==> config.mk <==
export PLATFORM = sky130hd
export DESIGN_NAME = div_unit
export DESIGN_NICKNAME = d
export VERILOG_FILES = /design/src/rtl/div_unit.sv
export SDC_FILE = /design/constraint.sdc
export NUM_CORES = 1
export LEC_CHECK = 0
export BUFFER_PORTS_ARGS = -buffer_cell sky130_fd_sc_hd__clkbuf_2
export CAP_MARGIN = 20
export CORE_MARGIN = 1.5
export CORE_UTILIZATION = 67
export CTS_BUF_LIST = sky130_fd_sc_hd__clkbuf_4
export DETAILED_ROUTE_END_ITERATION = 8
export PLACE_DENSITY = 0.88
export SYNTH_ARGS = -nofsm -noshare
export SYNTH_HDL_FRONTEND = slang
export SYNTH_SLANG_ARGS = --single-unit
==> constraint.sdc <==
create_clock -name clk -period 8.01 [get_ports clk]
set_input_delay 1.602 -clock clk [delete_from_list [all_inputs] [get_ports clk]]
set_output_delay 1.602 -clock clk [all_outputs]
set_load 0.005 [all_outputs]
==> src/rtl/div_unit.sv <==
`default_nettype none
// ============================================================================
// Module      : div_unit
// Description : Iterative radix-2 restoring divider for DIV/DIVU/REM/REMU
//               with RISC-V semantics. It produces one quotient bit per cycle
//               and uses a valid/ready handshake on both sides.
// Revision    : 1.0 - initial release
// ============================================================================
module div_unit #(
    parameter int WIDTH = 32
) (
    input  logic             clk,
    input  logic             rst_n,
    input  logic             in_valid,
    output logic             in_ready,
    input  logic [WIDTH-1:0] a,
    input  logic [WIDTH-1:0] b,
    input  logic [1:0]       op,
    input  logic             flush,
    output logic             out_valid,
    input  logic             out_ready,
    output logic [WIDTH-1:0] res
);

    localparam int               c_CW   = (WIDTH > 1) ? $clog2(WIDTH) : 1;
    localparam logic [c_CW-1:0]  c_LAST = c_CW'(WIDTH - 1);
    localparam logic [WIDTH-1:0] c_MIN  = {1'b1, {(WIDTH-1){1'b0}}};
    localparam logic [WIDTH-1:0] c_ONES = {WIDTH{1'b1}};

    typedef enum logic [1:0] {
        S_IDLE = 2'd0,
        S_CALC = 2'd1,
        S_DONE = 2'd2
    } state_t;

    state_t            state_q;
    logic              out_valid_q;
    logic [WIDTH-1:0]  res_q;
    logic              is_rem_q;
    logic              quo_sign_q;
    logic              rem_sign_q;
    logic [WIDTH-1:0]  quo_q;
    logic [WIDTH-1:0]  rem_q;
    logic [WIDTH-1:0]  div_q;
    logic [c_CW-1:0]   cnt_q;

    // Operand decode used only at the accept edge
    logic              w_signed;
    logic              w_a_neg;
    logic              w_b_neg;
    logic [WIDTH-1:0]  w_a_mag;
    logic [WIDTH-1:0]  w_b_mag;
    logic              w_b_zero;
    logic              w_ovf;
    logic [WIDTH-1:0]  w_special_res;

    // One restoring step
    logic [WIDTH:0]    w_rem_sh;
    logic [WIDTH:0]    w_trial;
    logic [WIDTH-1:0]  rem_d;
    logic [WIDTH-1:0]  quo_d;
    logic [WIDTH-1:0]  w_sel;
    logic              w_neg_res;
    logic [WIDTH-1:0]  w_result;

    assign in_ready  = (state_q == S_IDLE);
    assign out_valid = out_valid_q;
    assign res       = res_q;

    // Only DIV/REM (op[0]==0) treat the operands as signed
    assign w_signed      = ~op[0];
    assign w_a_neg       = w_signed & a[WIDTH-1];
    assign w_b_neg       = w_signed & b[WIDTH-1];
    assign w_a_mag       = w_a_neg ? (~a + WIDTH'(1)) : a;
    assign w_b_mag       = w_b_neg ? (~b + WIDTH'(1)) : b;
    assign w_b_zero      = (b == '0);
    assign w_ovf         = w_signed && (a == c_MIN) && (b == c_ONES);
    assign w_special_res = w_b_zero ? (op[1] ? a : c_ONES)
                                    : (op[1] ? '0 : c_MIN);

    // The bit shifted out of the remainder is kept as the extra MSB, so a
    // divisor above 2^(WIDTH-1) still compares correctly at WIDTH+1 bits.
    assign w_rem_sh = {rem_q, quo_q[WIDTH-1]};
    assign w_trial  = w_rem_sh - {1'b0, div_q};

    // Next remainder/quotient for one iteration, plus the sign-corrected result
    always_comb begin
        rem_d = w_rem_sh[WIDTH-1:0];
        quo_d = {quo_q[WIDTH-2:0], 1'b0};
        if (!w_trial[WIDTH]) begin
            rem_d = w_trial[WIDTH-1:0];
            quo_d = {quo_q[WIDTH-2:0], 1'b1};
        end
        w_sel     = is_rem_q ? rem_d      : quo_d;
        w_neg_res = is_rem_q ? rem_sign_q : quo_sign_q;
        w_result  = w_neg_res ? (~w_sel + WIDTH'(1)) : w_sel;
    end

    // Control FSM and datapath registers
    always_ff @(posedge clk or negedge rst_n) begin
        if (!rst_n) begin
            state_q     <= S_IDLE;
            out_valid_q <= 1'b0;
            res_q       <= '0;
            is_rem_q    <= 1'b0;
            quo_sign_q  <= 1'b0;
            rem_sign_q  <= 1'b0;
            quo_q       <= '0;
            rem_q       <= '0;
            div_q       <= '0;
            cnt_q       <= '0;
        end else begin
            case (state_q)
                S_IDLE: begin
                    if (in_valid && !flush) begin
                        is_rem_q   <= op[1];
                        quo_sign_q <= w_a_neg ^ w_b_neg;
                        rem_sign_q <= w_a_neg;
                        quo_q      <= w_a_mag;
                        rem_q      <= '0;
                        div_q      <= w_b_mag;
                        cnt_q      <= '0;
                        if (w_b_zero || w_ovf) begin
                            res_q       <= w_special_res;
                            out_valid_q <= 1'b1;
                            state_q     <= S_DONE;
                        end else begin
                            state_q     <= S_CALC;
                        end
                    end
                end
                S_CALC: begin
                    if (flush) begin
                        state_q <= S_IDLE;
                    end else begin
                        quo_q <= quo_d;
                        rem_q <= rem_d;
                        cnt_q <= cnt_q + c_CW'(1);
                        if (cnt_q == c_LAST) begin
                            res_q       <= w_result;
                            out_valid_q <= 1'b1;
                            state_q     <= S_DONE;
                        end
                    end
                end
                S_DONE: begin
                    // Flush wins over a simultaneous handshake: result dropped
                    if (flush || out_ready) begin
                        out_valid_q <= 1'b0;
                        state_q     <= S_IDLE;
                    end
                end
                default: begin
                    out_valid_q <= 1'b0;
                    state_q     <= S_IDLE;
                end
            endcase
        end
    end

endmodule
`default_nettype wire

==> summary.txt <==
Route
  – Routed wl met2: 16,400 µm
  – WL per Instance: 19.7 µm
  – Vias: 12,000
  – Routed Antenna Nets: 0
  – Top layer in use: met4
  – Remaining DRCs: 0
  – Final wirelength: 35,300 µm
  – Vias per cell: 6.68
  – WL met3: between 2000 and 3000 µm
  – DR pass1 iterations: 6
  – Met1 WL: 14,300 µm
  – Drt first-iter violations: 1,770

Worst setup path
  – Critical Path Sink Type: flip-flop
  – R2R Setup Slk: 2.54 ns
  – Crit-path cells: inv_1 -> ha_1 -> inv_1 -> fa_1 -> a211oi_1 -> o211ai_1 -> a32oi_1 -> a21oi_4 -> o21ai_4 -> xnor2_4 -> buf_4 -> mux2i_1 -> a211o_1 -> nor4_1 -> nand4b_1 -> and3_1 -> o31ai_1 -> nand2_1
  – CP dominant cell by count: inv_1
  – Largest stage delay on the critical path: around 0.64 ns
  – CP Class: reg2reg
  – Critical path data arrival time: 5.99 ns
  – Startpoint class of the critical path: flip-flop
  – Slowest cell on crit path: nor4_1
  – Worst Path Max Fanout: 34
  – Worst EP required: around 8.5 ns

Synth
  – Async S/R FF share, synth: 100%
  – Synthesized cell area: 11,500 µm²
  – Compound-Gate Fraction of Synth Area: 25.9%
  – XOR/XNOR Fraction of Synth Area: 8.07%
  – Post-Synth Simple-Gate Area: between 20 and 25%
  – Warnings, synthesis: 0
  – Sequential share of the synthesized area: 30.3%
  – EDFF count, synth: 0
  – Synth cell types: 83
  – #FFs+latches synth: 139
  – Post-synthesis mux area share: 3.96%
  – Largest family of logic cells by synthesized area: compound AO/OA/AOI/OAI gates
  – Synthesized Nets: 1,616
  – Synth Area in Adders: 4.31%
  – Gate Count Post-Synth: about 1,500
  – Primary FF master, synth: dfrtp_1
  – Syn Area/Cell: 7.63 µm²

Power
  – Internal Pwr Total: 1880 µW
  – Sw Pwr: 2060 µW
  – Sequential share of power: between 20% and 30%
  – Clock network power share: ~12%
  – Comb pwr share: 63.3%
  – Max rail drop VDD: 0.000281 V
  – Static leakage: 0.00538 µW
  – PnR Total Power: between 3000 and 4000 µW
  – PwrDens: 319 nW/µm²
  – Sw frac: 52.3%

Clock network
  – Num Clock Sinks: between 100 and 150
  – Htree depth: 4
  – Clock Tree Buf Depth: 2
  – CTS clk-pin slew, worst paths: 0.14 ns
  – Clock tree from TritonCTS: yes
  – Total setup buffers inserted after CTS: 0
  – Clock Latency Late Sink: 0.62 ns
  – Cts repair resizes: 0
  – Hold_buf cts: 0
  – Root buffer cell: clkbuf_4
  – CTS Buf Count: 17

STA
  – Final Cycle Share: just under 70%
  – RSZ-0062 raised after global routing: false
  – Hold Slack: 0.495 ns
  – Fin. max-slew vios: 0
  – Worst Tran Pin Value: approximately 1.1 ns
  – Setup Skew: 0.0254 ns
  – Worst slew margin: 26.7%
  – Final Hold Fails: 0
  – Max Freq: 0.183 GHz
  – TNS Setup: 0 ns
  – Fin crit period: 5.47 ns
  – PnR worst setup slack: approximately 2.5 ns
  – Final setup violation count: 0

Layout
  – Nets: 1,666
  – Layout cell share with drive strength beyond 1: 12.0%
  – Layout Area Growth over Synthesis: 7.51%
  – Final Non-Filler Cells: 1,790

Global routing
  – First-pass GRT wire length: approximately 56,000 µm
  – Gr usage total: 39.8%
  – Vias in the first global route: 11,100
  – Largest net degree at the start of global routing: 80
  – Initial antenna violation count: 1
  – GRT overflow: 0

Floorplan
  – # rows: 47
  – Starting Density: 68.8%
  – Core area: 16,700 µm²
  – Die width: 134 µm
  – Die Y: about 130 µm
  – # IOs: ~110
  – Area of the die: 18,000 µm²

Place
  – Cells after DPL: roughly 1,800
  – I/O Buffers: between 100 and 150
  – DP Wirelength: 26,300 µm
  – Final GP Congestion: 0.952
  – Pre-CTS setup slack: ~2.4 ns

Outcome
  – Outcome: complete, no violations

Worst hold path
  – Hold crit path type: reg2reg

Job
  – Maxcap violations: 0
## worst paths after layout
path / cells after the start / end / start
worst max-delay path: 18 / res[20]$_DFFE_PN0P_ / quo_q[31]$_DFFE_PN0P_
worst min-delay path: 2 / cnt_q[4]$_DFFE_PN0P_ / cnt_q[4]$_DFFE_PN0P_
worst max register to register: 18 / res[20]$_DFFE_PN0P_ / quo_q[31]$_DFFE_PN0P_
worst min register to register: 2 / cnt_q[4]$_DFFE_PN0P_ / cnt_q[4]$_DFFE_PN0P_
max in group asynchronous: 3 / is_rem_q$_DFFE_PN0P_ / rst_n
min in group asynchronous: 1 / div_q[27]$_DFFE_PN0P_ / rst_n
## synthesized netlist by cell type (21+ instances only)
library cell	n	share of area, %
nand2_1	200	6.5
o21ai_0	163	7.1
nor2_1	141	4.6
dfrtp_1	139	30
a21oi_1	133	5.8
clkbuf_1	67	2.2
inv_1	64	2.1
xnor2_1	52	4.0
xor2_1	52	4.0
nor3_1	50	2.2
ha_1	38	4.1
mux2i_1	32	2.8
nand3_1	25	1.1
a31oi_1	24	1.3
o31ai_1	21	1.4
## flip-flops by register name, summed over array words and instances (netlist names), 2 cells and up
register / flops
div_q: 32
quo_q: 32
rem_q: 32
res: 32
cnt_q: 5
state_q: 2
## cell type report
class | instances | area, µm²
sequential | 139 | 3480
clock inverter | 15 | 134
fill | 1353 | 4340
clock buffer | 17 | 128
timing repair buffer | 118 | 652
tap | 220 | 275
antenna | 1 | 2.50
inverter | 65 | 244
multi-input combinational | 1215 | 7440
## metrics by stage
| stage | util (%) | area [µm²] |
|---|---|---|
| 6_report | 74.0 | 12400 |
| 5_1_grt | 74.0 | 12400 |
| 2_1_floorplan | - | 11500 |
| 3_3_place_gp | 72.3 | 12100 |
| 3_5_place_dp | 72.3 | 12100 |
| 4_1_cts | 73.8 | 12300 |
## metal layers
layer	up-vias	track usage [%]
met2	647	63.3
met4	0	18.5
li1	5522	-
met3	137	5.82
met1	5655	53.8
met5	-	0
## kinds of logic (layout without fill, tap and decap cells)
kind of cell,Yosys count,after routing
AOI/OAI and AO/OA,480,480
xor gates and xnor gates,105,105
adders and majority gates,39,39
buffers and inverters,152,215
DFF,139,139
muxes,44,44
other,0,1
and+or+nand+nor,547,547
## power groups by stage
stage	combinational (µW)	sequential, µW	clock [µW]
2_1_floorplan	1870	934	0
3_3_place_gp	2350	989	0
3_5_place_dp	2410	994	0
4_1_cts	2430	980	457
5_1_grt	2720	999	485
6_report	2500	987	458
## cell usage in the layout (no fill, tap or decap), drive strengths merged, types with 21 or more instances in the layout
master / n
ha: 38
mux2i: 32
o21ai: 169
xnor2: 53
nand3: 25
dfrtp: 139
nand2: 200
a21oi: 137
nor3: 51
nor4: 21
a31oi: 24
inv: 73
xor2: 52
nor2: 141
clkbuf: 120
o31ai: 21
## critical path: cells and delay by family, from the launching register on
| kind | cells | cell delay (ns) |
|---|---|---|
| buffers and inverters | 3 | 0.59 |
| adders and majority gates | 2 | 0.60 |
| xor gates and xnor gates | 1 | 0.16 |
| AOI/OAI and AO/OA | 7 | 2.25 |
| muxes | 1 | 0.21 |
| DFF | 1 | 0.45 |
| and+or+nand+nor | 4 | 1.12 |
Note: power is estimated with default switching activity, not from simulation.
